--- src/rtl/alu_ctrl_pkg.sv ---
// Shared encodings for the registered ALU-control stage: opcode/funct
// values, ALU control codes, ALUOp values and the sequencing FSM states.
package alu_ctrl_pkg;

  localparam logic [5:0] OP_RTYPE = 6'b000000;
  localparam logic [5:0] OP_BGEZ  = 6'b000001;
  localparam logic [5:0] OP_BEQ   = 6'b000100;
  localparam logic [5:0] OP_BNE   = 6'b000101;
  localparam logic [5:0] OP_ADDI  = 6'b001000;
  localparam logic [5:0] OP_SLTI  = 6'b001010;
  localparam logic [5:0] OP_ANDI  = 6'b001100;
  localparam logic [5:0] OP_ORI   = 6'b001101;
  localparam logic [5:0] OP_LUI   = 6'b001111;
  localparam logic [5:0] OP_LB    = 6'b100000;
  localparam logic [5:0] OP_LH    = 6'b100001;
  localparam logic [5:0] OP_LW    = 6'b100011;
  localparam logic [5:0] OP_SB    = 6'b101000;
  localparam logic [5:0] OP_SH    = 6'b101001;
  localparam logic [5:0] OP_SW    = 6'b101011;
  localparam logic [5:0] OP_SUBI  = 6'b111111;

  localparam logic [5:0] FN_MULT  = 6'b011000;
  localparam logic [5:0] FN_MULTU = 6'b011001;
  localparam logic [5:0] FN_DIV   = 6'b011010;
  localparam logic [5:0] FN_DIVU  = 6'b011011;
  localparam logic [5:0] FN_ADD   = 6'b100000;
  localparam logic [5:0] FN_SUB   = 6'b100010;
  localparam logic [5:0] FN_AND   = 6'b100100;
  localparam logic [5:0] FN_OR    = 6'b100101;
  localparam logic [5:0] FN_NOR   = 6'b100111;
  localparam logic [5:0] FN_SLT   = 6'b101010;

  localparam logic [3:0] ALU_AND  = 4'b0000;
  localparam logic [3:0] ALU_OR   = 4'b0001;
  localparam logic [3:0] ALU_ADD  = 4'b0010;
  localparam logic [3:0] ALU_MUL  = 4'b0011;
  localparam logic [3:0] ALU_DIV  = 4'b0100;
  localparam logic [3:0] ALU_SUB  = 4'b0110;
  localparam logic [3:0] ALU_SLT  = 4'b0111;
  localparam logic [3:0] ALU_BNE  = 4'b1000;
  localparam logic [3:0] ALU_NOR  = 4'b1100;
  localparam logic [3:0] ALU_BGEZ = 4'b1110;
  localparam logic [3:0] ALU_LUI  = 4'b1111;

  localparam logic [1:0] ALUOP_ADD   = 2'b00;
  localparam logic [1:0] ALUOP_SUB   = 2'b01;
  localparam logic [1:0] ALUOP_FUNCT = 2'b10;

  typedef enum logic {
    ST_IDLE,
    ST_BUSY
  } state_t;

endpackage

--- src/rtl/alu_ctrl_decode.sv ---
// Combinational ALU-control decoder: opcode table first, then ALUOp,
// then the R-type funct table; anything unmatched is flagged illegal.
module alu_ctrl_decode
  import alu_ctrl_pkg::*;
#(
  parameter logic [3:0] ILLEGAL_CODE = 4'b0010
) (
  input  logic [1:0] aluop,
  input  logic [5:0] opcode,
  input  logic [5:0] funct,
  output logic [3:0] code,
  output logic       is_mul,
  output logic       is_div,
  output logic       illegal
);

  always_comb begin
    code    = ALU_ADD;
    is_mul  = 1'b0;
    is_div  = 1'b0;
    illegal = 1'b0;
    if (opcode != OP_RTYPE) begin
      case (opcode)
        OP_ADDI, OP_LB, OP_LH, OP_LW,
        OP_SB, OP_SH, OP_SW:           code = ALU_ADD;
        OP_SUBI, OP_BEQ:               code = ALU_SUB;
        OP_ANDI:                       code = ALU_AND;
        OP_ORI:                        code = ALU_OR;
        OP_SLTI:                       code = ALU_SLT;
        OP_LUI:                        code = ALU_LUI;
        OP_BGEZ:                       code = ALU_BGEZ;
        OP_BNE:                        code = ALU_BNE;
        default:                       illegal = 1'b1;
      endcase
    end else if (aluop == ALUOP_ADD) begin
      code = ALU_ADD;
    end else if (aluop == ALUOP_SUB) begin
      code = ALU_SUB;
    end else if (aluop == ALUOP_FUNCT) begin
      case (funct)
        FN_ADD:            code = ALU_ADD;
        FN_SUB:            code = ALU_SUB;
        FN_AND:            code = ALU_AND;
        FN_OR:             code = ALU_OR;
        FN_SLT:            code = ALU_SLT;
        FN_NOR:            code = ALU_NOR;
        FN_MULT, FN_MULTU: begin
          code   = ALU_MUL;
          is_mul = 1'b1;
        end
        FN_DIV, FN_DIVU:   begin
          code   = ALU_DIV;
          is_div = 1'b1;
        end
        default:           illegal = 1'b1;
      endcase
    end else begin
      illegal = 1'b1;
    end
    if (illegal) begin
      code = ILLEGAL_CODE;
    end
  end

endmodule

--- src/rtl/alu_ctrl_pipe.sv ---
// Registered ALU-control stage: valid/ready output register, MDU busy
// sequencing with stall, flush and illegal-instruction reporting.
module alu_ctrl_pipe
  import alu_ctrl_pkg::*;
#(
  parameter int          CTRL_W       = 4,
  parameter int          MUL_CYCLES   = 4,
  parameter int          DIV_CYCLES   = 32,
  parameter logic [3:0]  ILLEGAL_CODE = 4'b0010
) (
  input  logic              clk,
  input  logic              rst_n,
  input  logic              in_valid,
  output logic              in_ready,
  input  logic [1:0]        aluop,
  input  logic [5:0]        opcode,
  input  logic [5:0]        funct,
  input  logic              flush,
  output logic              out_valid,
  input  logic              out_ready,
  output logic [CTRL_W-1:0] alu_ctrl,
  output logic              illegal,
  output logic              mdu_start,
  output logic              mdu_busy,
  output logic              stall
);

  localparam logic [7:0] MUL_LOAD = 8'(MUL_CYCLES - 1);
  localparam logic [7:0] DIV_LOAD = 8'(DIV_CYCLES - 1);

  state_t     state, state_nxt;
  logic [7:0] count, count_nxt;
  logic [3:0] dec_code;
  logic       dec_mul, dec_div, dec_illegal;
  logic       accept;

  alu_ctrl_decode #(
    .ILLEGAL_CODE(ILLEGAL_CODE)
  ) u_decode (
    .aluop  (aluop),
    .opcode (opcode),
    .funct  (funct),
    .code   (dec_code),
    .is_mul (dec_mul),
    .is_div (dec_div),
    .illegal(dec_illegal)
  );

  assign accept = in_valid && in_ready && !flush;

  always_ff @(posedge clk) begin
    if (!rst_n) begin
      state <= ST_IDLE;
      count <= '0;
    end else begin
      state <= state_nxt;
      count <= count_nxt;
    end
  end

  // BUSY lasts exactly the loaded count: the final decrement to zero and
  // the return to IDLE happen on the same edge.
  always_comb begin
    state_nxt = state;
    count_nxt = count;
    if (flush) begin
      state_nxt = ST_IDLE;
      count_nxt = '0;
    end else begin
      case (state)
        ST_IDLE: begin
          if (accept && (dec_mul || dec_div)) begin
            count_nxt = dec_mul ? MUL_LOAD : DIV_LOAD;
            state_nxt = (count_nxt != '0) ? ST_BUSY : ST_IDLE;
          end
        end
        ST_BUSY: begin
          if (count <= 8'd1) begin
            count_nxt = '0;
            state_nxt = ST_IDLE;
          end else begin
            count_nxt = count - 8'd1;
          end
        end
        default: begin
          state_nxt = ST_IDLE;
          count_nxt = '0;
        end
      endcase
    end
  end

  always_comb begin
    in_ready = (state == ST_IDLE) && (!out_valid || out_ready);
    stall    = !in_ready;
    mdu_busy = (state == ST_BUSY);
  end

  always_ff @(posedge clk) begin
    if (!rst_n) begin
      out_valid <= 1'b0;
      alu_ctrl  <= '0;
      illegal   <= 1'b0;
      mdu_start <= 1'b0;
    end else if (flush) begin
      out_valid <= 1'b0;
      illegal   <= 1'b0;
      mdu_start <= 1'b0;
    end else begin
      mdu_start <= accept && (dec_mul || dec_div);
      if (accept) begin
        out_valid <= 1'b1;
        alu_ctrl  <= CTRL_W'(dec_code);
        illegal   <= dec_illegal;
      end else if (out_ready) begin
        out_valid <= 1'b0;
        illegal   <= 1'b0;
      end
    end
  end

endmodule

--- config.mk ---
export PLATFORM = sky130hd
export DESIGN_NAME = alu_ctrl_pipe
export DESIGN_NICKNAME = d
export VERILOG_FILES = /design/src/rtl/alu_ctrl_pkg.sv /design/src/rtl/alu_ctrl_decode.sv /design/src/rtl/alu_ctrl_pipe.sv
export SDC_FILE = /design/constraint.sdc
export NUM_CORES = 1
export LEC_CHECK = 0
export BUFFER_PORTS_ARGS = -buffer_cell sky130_fd_sc_hd__buf_2
export CORE_MARGIN = 3
export CORE_UTILIZATION = 54
export CTS_CLUSTER_DIAMETER = 150
export DETAILED_ROUTE_END_ITERATION = 12
export MAX_ROUTING_LAYER = met4
export PLACE_DENSITY = 0.79
export SETUP_SLACK_MARGIN = 0.5
export SLEW_MARGIN = 20
export SYNTH_ARGS = -nofsm -noshare
export SYNTH_HDL_FRONTEND = slang
export SYNTH_SLANG_ARGS = --single-unit
export TNS_END_PERCENT = 1
--- constraint.sdc ---
create_clock -name clk -period 2.03 [get_ports clk]
set_input_delay 0.203 -clock clk [delete_from_list [all_inputs] [get_ports clk]]
set_output_delay 0.203 -clock clk [all_outputs]
set_load 0.05 [all_outputs]
==> results of run 1 <==
cells by family after synthesis:
logic type | after synthesis
AOI/OAI and AO/OA | 55
adders and majority gates | 2
buffers and inverters | 19
DFF | 16
muxes | 1
and+or+nand+nor | 77
area by class of cell:
cell class                      instances  area (um^2)  share of cell area (%)
Multi-Input combinational cell        135          983                    61.4
Sequential cell                        16          337                    21.0
Timing Repair Buffer                   32          170                    10.6
Inverter                               11         41.3                    2.58
Clock buffer                            4         36.3                    2.26
Tap cell                               28         35.0                    2.19
stage by stage:
step | hold slack [ns] | power (mW) | worst slack (ns) | instance area [um^2]
detailed placement | 0.471 | 0.458 | 0.291 | 1470
global route | 0.189 | 0.707 | 0.330 | 1600
CTS | 0.181 | 0.672 | 0.422 | 1560
floorplan | 0.325 | 0.418 | 0.379 | 1350
finish | 0.185 | 0.668 | 0.394 | 1600
global placement | 0.472 | 0.455 | 0.297 | 1470
power groups by stage:
stage / Combinational [mW] / Sequential, mW / Clock (mW)
2_1_floorplan: 0.0800 / 0.338 / 0
3_3_place_gp: 0.130 / 0.326 / 0
3_5_place_dp: 0.133 / 0.325 / 0
4_1_cts: 0.136 / 0.315 / 0.220
5_1_grt: 0.152 / 0.316 / 0.239
6_report: 0.139 / 0.315 / 0.214
layer usage:
layer	track usage, %	wire [um]
met5	-	0
met1	27.5	1430
met3	3.27	196
met4	9.38	27
met2	32.8	1440
worst max path at each step:
| stage | endpoint | from |
|---|---|---|
| after floorplan | alu_ctrl[1] | out_valid |
| after global placement | alu_ctrl[1] | mdu_busy |
| after detailed placement | count[7] | count[0] |
| after CTS | count[7] | count[2] |
| after global routing | count[7] | count[4] |
| final | count[7] | count[4] |
state kept, by name, indices dropped and copies added, names as in the netlist:
register   flops
alu_ctrl       4
count          8
illegal        1
mdu_busy       1
mdu_start      1
out_valid      1
timing repair:
action	in CTS	in global routing
buffers inserted	4	0
setup endpoints to repair	15	14
pin swaps	7	0
resized for setup	11	6
cells in the mapped netlist, types with 3 or more instances:
cell type,count,area [um^2]
a21oi_1,12,60.1
a31oi_1,6,37.5
buf_4,3,22.5
dfxtp_1,16,320
inv_1,11,41.3
nand2_1,16,60.1
nand2b_1,6,37.5
nand3_1,9,45.0
nor2_1,12,45.0
nor2b_1,6,37.5
nor3_1,4,20.0
nor3b_1,3,22.5
o211ai_1,3,22.5
o21ai_0,7,35.0
o21bai_1,3,22.5
o31ai_1,3,22.5
worst register-to-register path, delay by kind of cell (launching register included):
kind	cells	cell delay [ns]
DFF	1	0.38
AOI/OAI and AO/OA	2	0.52
and+or+nand+nor	2	0.43
buffers and inverters	1	0.21
==> impl_metrics.ini, run 1 <==
[outcome]
status = finished clean

[sta]
skew_ns = 0.00282
fin_setup_tns_ns = 0
finalSetupViolations = 0
finalHoldViolCount = 0
max_freq_mhz = 611
rsz0062_at_grt = true
period_share_pct = 80.6
slew_violations = 0
tightest_slew_ns = 0.361
slew_headroom_pct = 75.7
layout_min_cycle_time_ns = 1.64

[setup_path]
critPathArrivalTime_ns = 1.83
worstRegToRegCells = 5
worstSetupPathDepth = 5
slowest_delay_ns = 0.38
slowest_stage = dfxtp_1
critPathBufInv = 1
cp-end-kind = flip-flop
critPathKind = flip-flop to flip-flop
critical_path_required_ns = 2.22
timing.rr.end = count[7]
crit_fanout = 7
crit_chain = or3_4, o41ai_4, buf_4, nor2_1, a32o_1
cpLargestDelayFamily = compound AO/OA/AOI/OAI gates
rrSetupSlack_ns = 0.39
reg2reg_from = count[4]
worst_setup_path_start_kind = flip-flop

[route]
drc = 0
vias_per_cell = 6.05
vias = 1368
dr.pass1.iters = 4
drt_wl_total_mm = 3.09
drt_iter0_markers = 37
post_drt_wl_per_cell_um = 13.7
postRouteAntennaNets = 0

[yosys]
syn-cell-area_um2 = 1320
synthDistinctLibCells = 56
synth-edff-count = 0
synth-async-reset-ratio_pct = 0
synth_top_flop_cell = dfxtp_1
ys_seq_elements = 16
synth-simple-area-share_pct = 34.3
synth_fa_ha_area_share_pct = 1.90
synth_top_family_by_area = simple AND/OR/NAND/NOR gates
synth_compound_area_share_pct = 31.6
synthXorXnorAreaFrac_pct = 0
syn-num-nets = 191
yosysSeqAreaShare_pct = 24.4
syn_avg_cell_area_um2 = 7.74
muxShareOfSynthArea_pct = 0.761
synthCells = 170
ys.warnings.count = 0

[floorplan]
core-area_um2 = 2250
chipHeight_um = 55.3
die_x_um = 55.3
rows = 17
initial_core_util_pct = 58.3
die-area_um2 = 3060
ios = 29

[pwr]
clkPwrFrac_pct = 32.0
swShare_pct = 29.3
pwr-share-seq_pct = 47.2
leakage_nw = 0.660
power_density_nw_per_um2 = 417
worst_ir_drop_vdd_v = 0.000312
internal-power_uw = 473
combinationalPowerShare_pct = 20.8
p_sw_uw = 196

[cells_and_area]
fillers = 197
layout.cells.non_filler = 226
final_util_pct = 71.1
diodes = 0
area_growth_pct = 21.9
final_cell_mix = buf_2 (28), nand2_1 (16), a21oi_1 (12)
final_nets = 220
drive_above_1_share_pct = 32.8
final_common_cell = buf_2

[clock_tree]
cts.htree.levels = 1
cts_sinks = 16
cts_buffer_depth = 2
path_clk_slew_ns = 0.10
clk_latency_ns = 0.29
holdBufCountCts = 0
numCtsBuffers = 3
cts_tree = yes
root_buffer = clkbuf_4

[min_path]
hold_path_depth = 3
holdPathEnd = out_valid
hold_class = primary input to flip-flop
hold_start = in_valid

[grt]
antenna_found_initial = 0
grt_max_degree = 14
grt_util_all_layers_pct = 21.3
grt_pass1_wl_mm = 5.31
grt_pass1_vias = 1239
grt-ovfl-total = 0

[run]
drv_cap = 0

[place]
port_buffers = 28
hpwl_mm = 2.35
routabilityCongestion = 0.859
place_inst = 218
No activity file was read; power rests on OpenSTA's default activity.
==> run 2: changes to the inputs <==
- ABC_AREA: unset -> 1
- CORE_UTILIZATION: 54 -> 48
- PLACE_DENSITY: 0.79 -> 0.75
- clock period: 2.03 -> 1.47 ns (I/O delays scaled with it)
==> impl_metrics.ini, run 2 <==
[yosys]
ys.warnings.count = 0
synth_top_cells_by_area = dfxtp_1 (26%), nand2_1 (13%), nand3_1 (10%)
synth_top_cell_area_share_pct = 25.5
synthCells = 213
syn_avg_cell_area_um2 = 5.89
synth-async-reset-ratio_pct = 0
synth_top_area_cell = dfxtp_1
ys_seq_elements = 16
yosysSeqAreaShare_pct = 25.5
synth-edff-count = 0
syn-cell-area_um2 = 1250
synthDistinctLibCells = 24
synth_most_common_cell = nand2_1
syn-num-nets = 234
synth_common_cells = nand2_1 (45), inv_1 (34), nor2_1 (34)
synth_top_flop_cell = dfxtp_1

[clock_tree]
cts_sinks = 16
holdBufCountCts = 0
cts.htree.levels = 1
numCtsBuffers = 3
root_buffer = clkbuf_4
cts_tree = yes
clk_latency_ns = 0.29
cts_buffer_depth = 2
path_clk_slew_ns = 0.10

[route]
vias_per_cell = 5.08
vias = 1444
drc = 0
post_drt_wl_per_cell_um = 11.3
drt_wl_total_mm = 3.22
dr.pass1.iters = 4
drt_iter0_markers = 68
postRouteAntennaNets = 0

[cells_and_area]
final_common_cell = nand2_1
diodes = 0
reg_top3 = count: 8 flops, alu_ctrl: 4 flops
fillers = 216
final_cell_mix = nand2_1 (43), nor2_1 (32), inv_1 (31)
top_register = count
final_nets = 278
drive_above_1_share_pct = 29.3
area_growth_pct = 29.5
largest_reg_flops = 8
final_util_pct = 69.5

[setup_path]
critPathKind = flip-flop to flip-flop
slowest_stage = dfxtp_4
slowest_delay_ns = 0.39
cp-end-kind = flip-flop
worst_setup_path_start_kind = flip-flop
timing.rr.end = count[5]
critPathBufInv = 1
cpMostUsedCell = nor2_1
reg2reg_from = count[0]
crit_fanout = 7
rrSetupSlack_ns = 0.01
crit_chain = inv_4, ha_4, nor2_1, nor2_1, nand3_1, nand2_4, o21ai_0, nand2_1, a21oi_1
cpLargestDelayFamily = simple AND/OR/NAND/NOR gates
critical_path_required_ns = 1.70
critPathArrivalTime_ns = 1.69
worstRegToRegCells = 9

[floorplan]
rows = 17
core-area_um2 = 2340
die-area_um2 = 3260
chipHeight_um = 57.1
ios = 29
initial_core_util_pct = 53.6
die_x_um = 57.1

[grt]
antenna_found_initial = 0
grt-ovfl-total = 0
grt_pass1_wl_mm = 5.13
grt_max_degree = 10
grt_pass1_vias = 1284
grt_util_all_layers_pct = 19.8

[place]
hpwl_mm = 2.33
routabilityCongestion = 0.855
port_buffers = 28

[sta]
tightest_slew_ns = 0.261
rsz0062_at_grt = true
period_share_pct = 99.1
finalHoldViolCount = 0
finalSetupViolations = 0
skew_ns = 0.00261
layout_min_cycle_time_ns = 1.46
max_freq_mhz = 687
slew_violations = 0
slew_headroom_pct = 82.5

[pwr]
internal-power_uw = 645
swShare_pct = 29.3
clkPwrFrac_pct = 33.0
p_sw_uw = 267
combinationalPowerShare_pct = 19.0
pwr-share-seq_pct = 48.0
power_density_nw_per_um2 = 561
worst_ir_drop_vdd_v = 0.000663
leakage_nw = 0.870
finalPower_uw = 912

[run]
drv_cap = 0

[min_path]
holdPathEnd = alu_ctrl[1]
hold_start = rst_n
hold_class = primary input to flip-flop
hold_path_depth = 3

[outcome]
status = finished clean
-- run 2: changes by cell type after synthesis, moves of 5 or more --
| cell | before | now |
|---|---|---|
| inv_2 | 0 | 6 |
| nand3_1 | 9 | 26 |
| inv_1 | 11 | 34 |
| o21ai_1 | 1 | 7 |
| nand2_1 | 16 | 45 |
| nor2_1 | 12 | 34 |
| nand2b_1 | 6 | 0 |
| nor2b_1 | 6 | 0 |
| a31oi_1 | 6 | 1 |
-- run 2: kinds of logic after synthesis --
| logic type | count (synthesis) | synth area share [%] |
|---|---|---|
| and+or+nand+nor | 119 | 45.3 |
| DFF | 16 | 25.5 |
| xor gates and xnor gates | 2 | 1.40 |
| buffers and inverters | 41 | 12.3 |
| AOI/OAI and AO/OA | 33 | 13.6 |
| adders and majority gates | 2 | 1.99 |
-- run 2: how the worst max path moves through the flow --
stage / from / endpoint / slack, ns / cells after the start
floorplan: out_valid / count[2] / -0.17 / 10
detailed placement: count[0] / count[4] / 0.005 / 11
global route: count[0] / count[4] / -0.01 / 11
finish: count[0] / count[5] / 0.01 / 9
global placement: count[0] / count[4] / 0.05 / 11
CTS: count[1] / count[4] / 0.15 / 11
-- run 2: tightest hold or removal path: stages --
cell,delay [ns]
buf_2,0.10
o21ai_0,0.06
a21oi_1,0.04
-- run 2: routing by layer --
metal	part of all wire [%]	track usage, %
met5	0	-
met4	2.3	3.64
met3	5.2	4.07
met2	48	33.9
met1	45	24.1
-- run 2: power by group through the flow --
stage	sequential (mW)	combinational [mW]	clock [mW]
after detailed placement	0.449	0.174	0
after floorplan	0.468	0.0882	0
after global routing	0.439	0.194	0.323
after global placement	0.450	0.173	0
final	0.438	0.173	0.301
after CTS	0.438	0.174	0.301
-- run 2: timing repair --
item / CTS / global route
pin swaps: 6 / 3
buffers inserted: 3 / 1
gates resized for setup: 13 / 7
setup endpoints to repair: 26 / 26
-- run 2: cell type report --
type	count	area, um^2	share of cell area [%]
multi-input cells	156	840	51.7
inverters	41	161	9.93
flip-flops and latches	16	330	20.3
repair buffers	39	223	13.7
well taps	28	35.0	2.16
clock buffers	4	36.3	2.23
-- run 2: through the flow --
stage,std cells,instance area [um^2],setup WS (ns),TNS [ns],hold slack (ns)
floorplan,213,1270,-0.168,-0.683,0.285
global placement,276,1500,0.0475,0,0.410
detailed placement,276,1500,0.00531,0,0.404
CTS,283,1590,0.149,0,0.0901
global route,284,1630,-0.0104,-0.0104,0.123
finish,284,1630,0.0134,0,0.0925
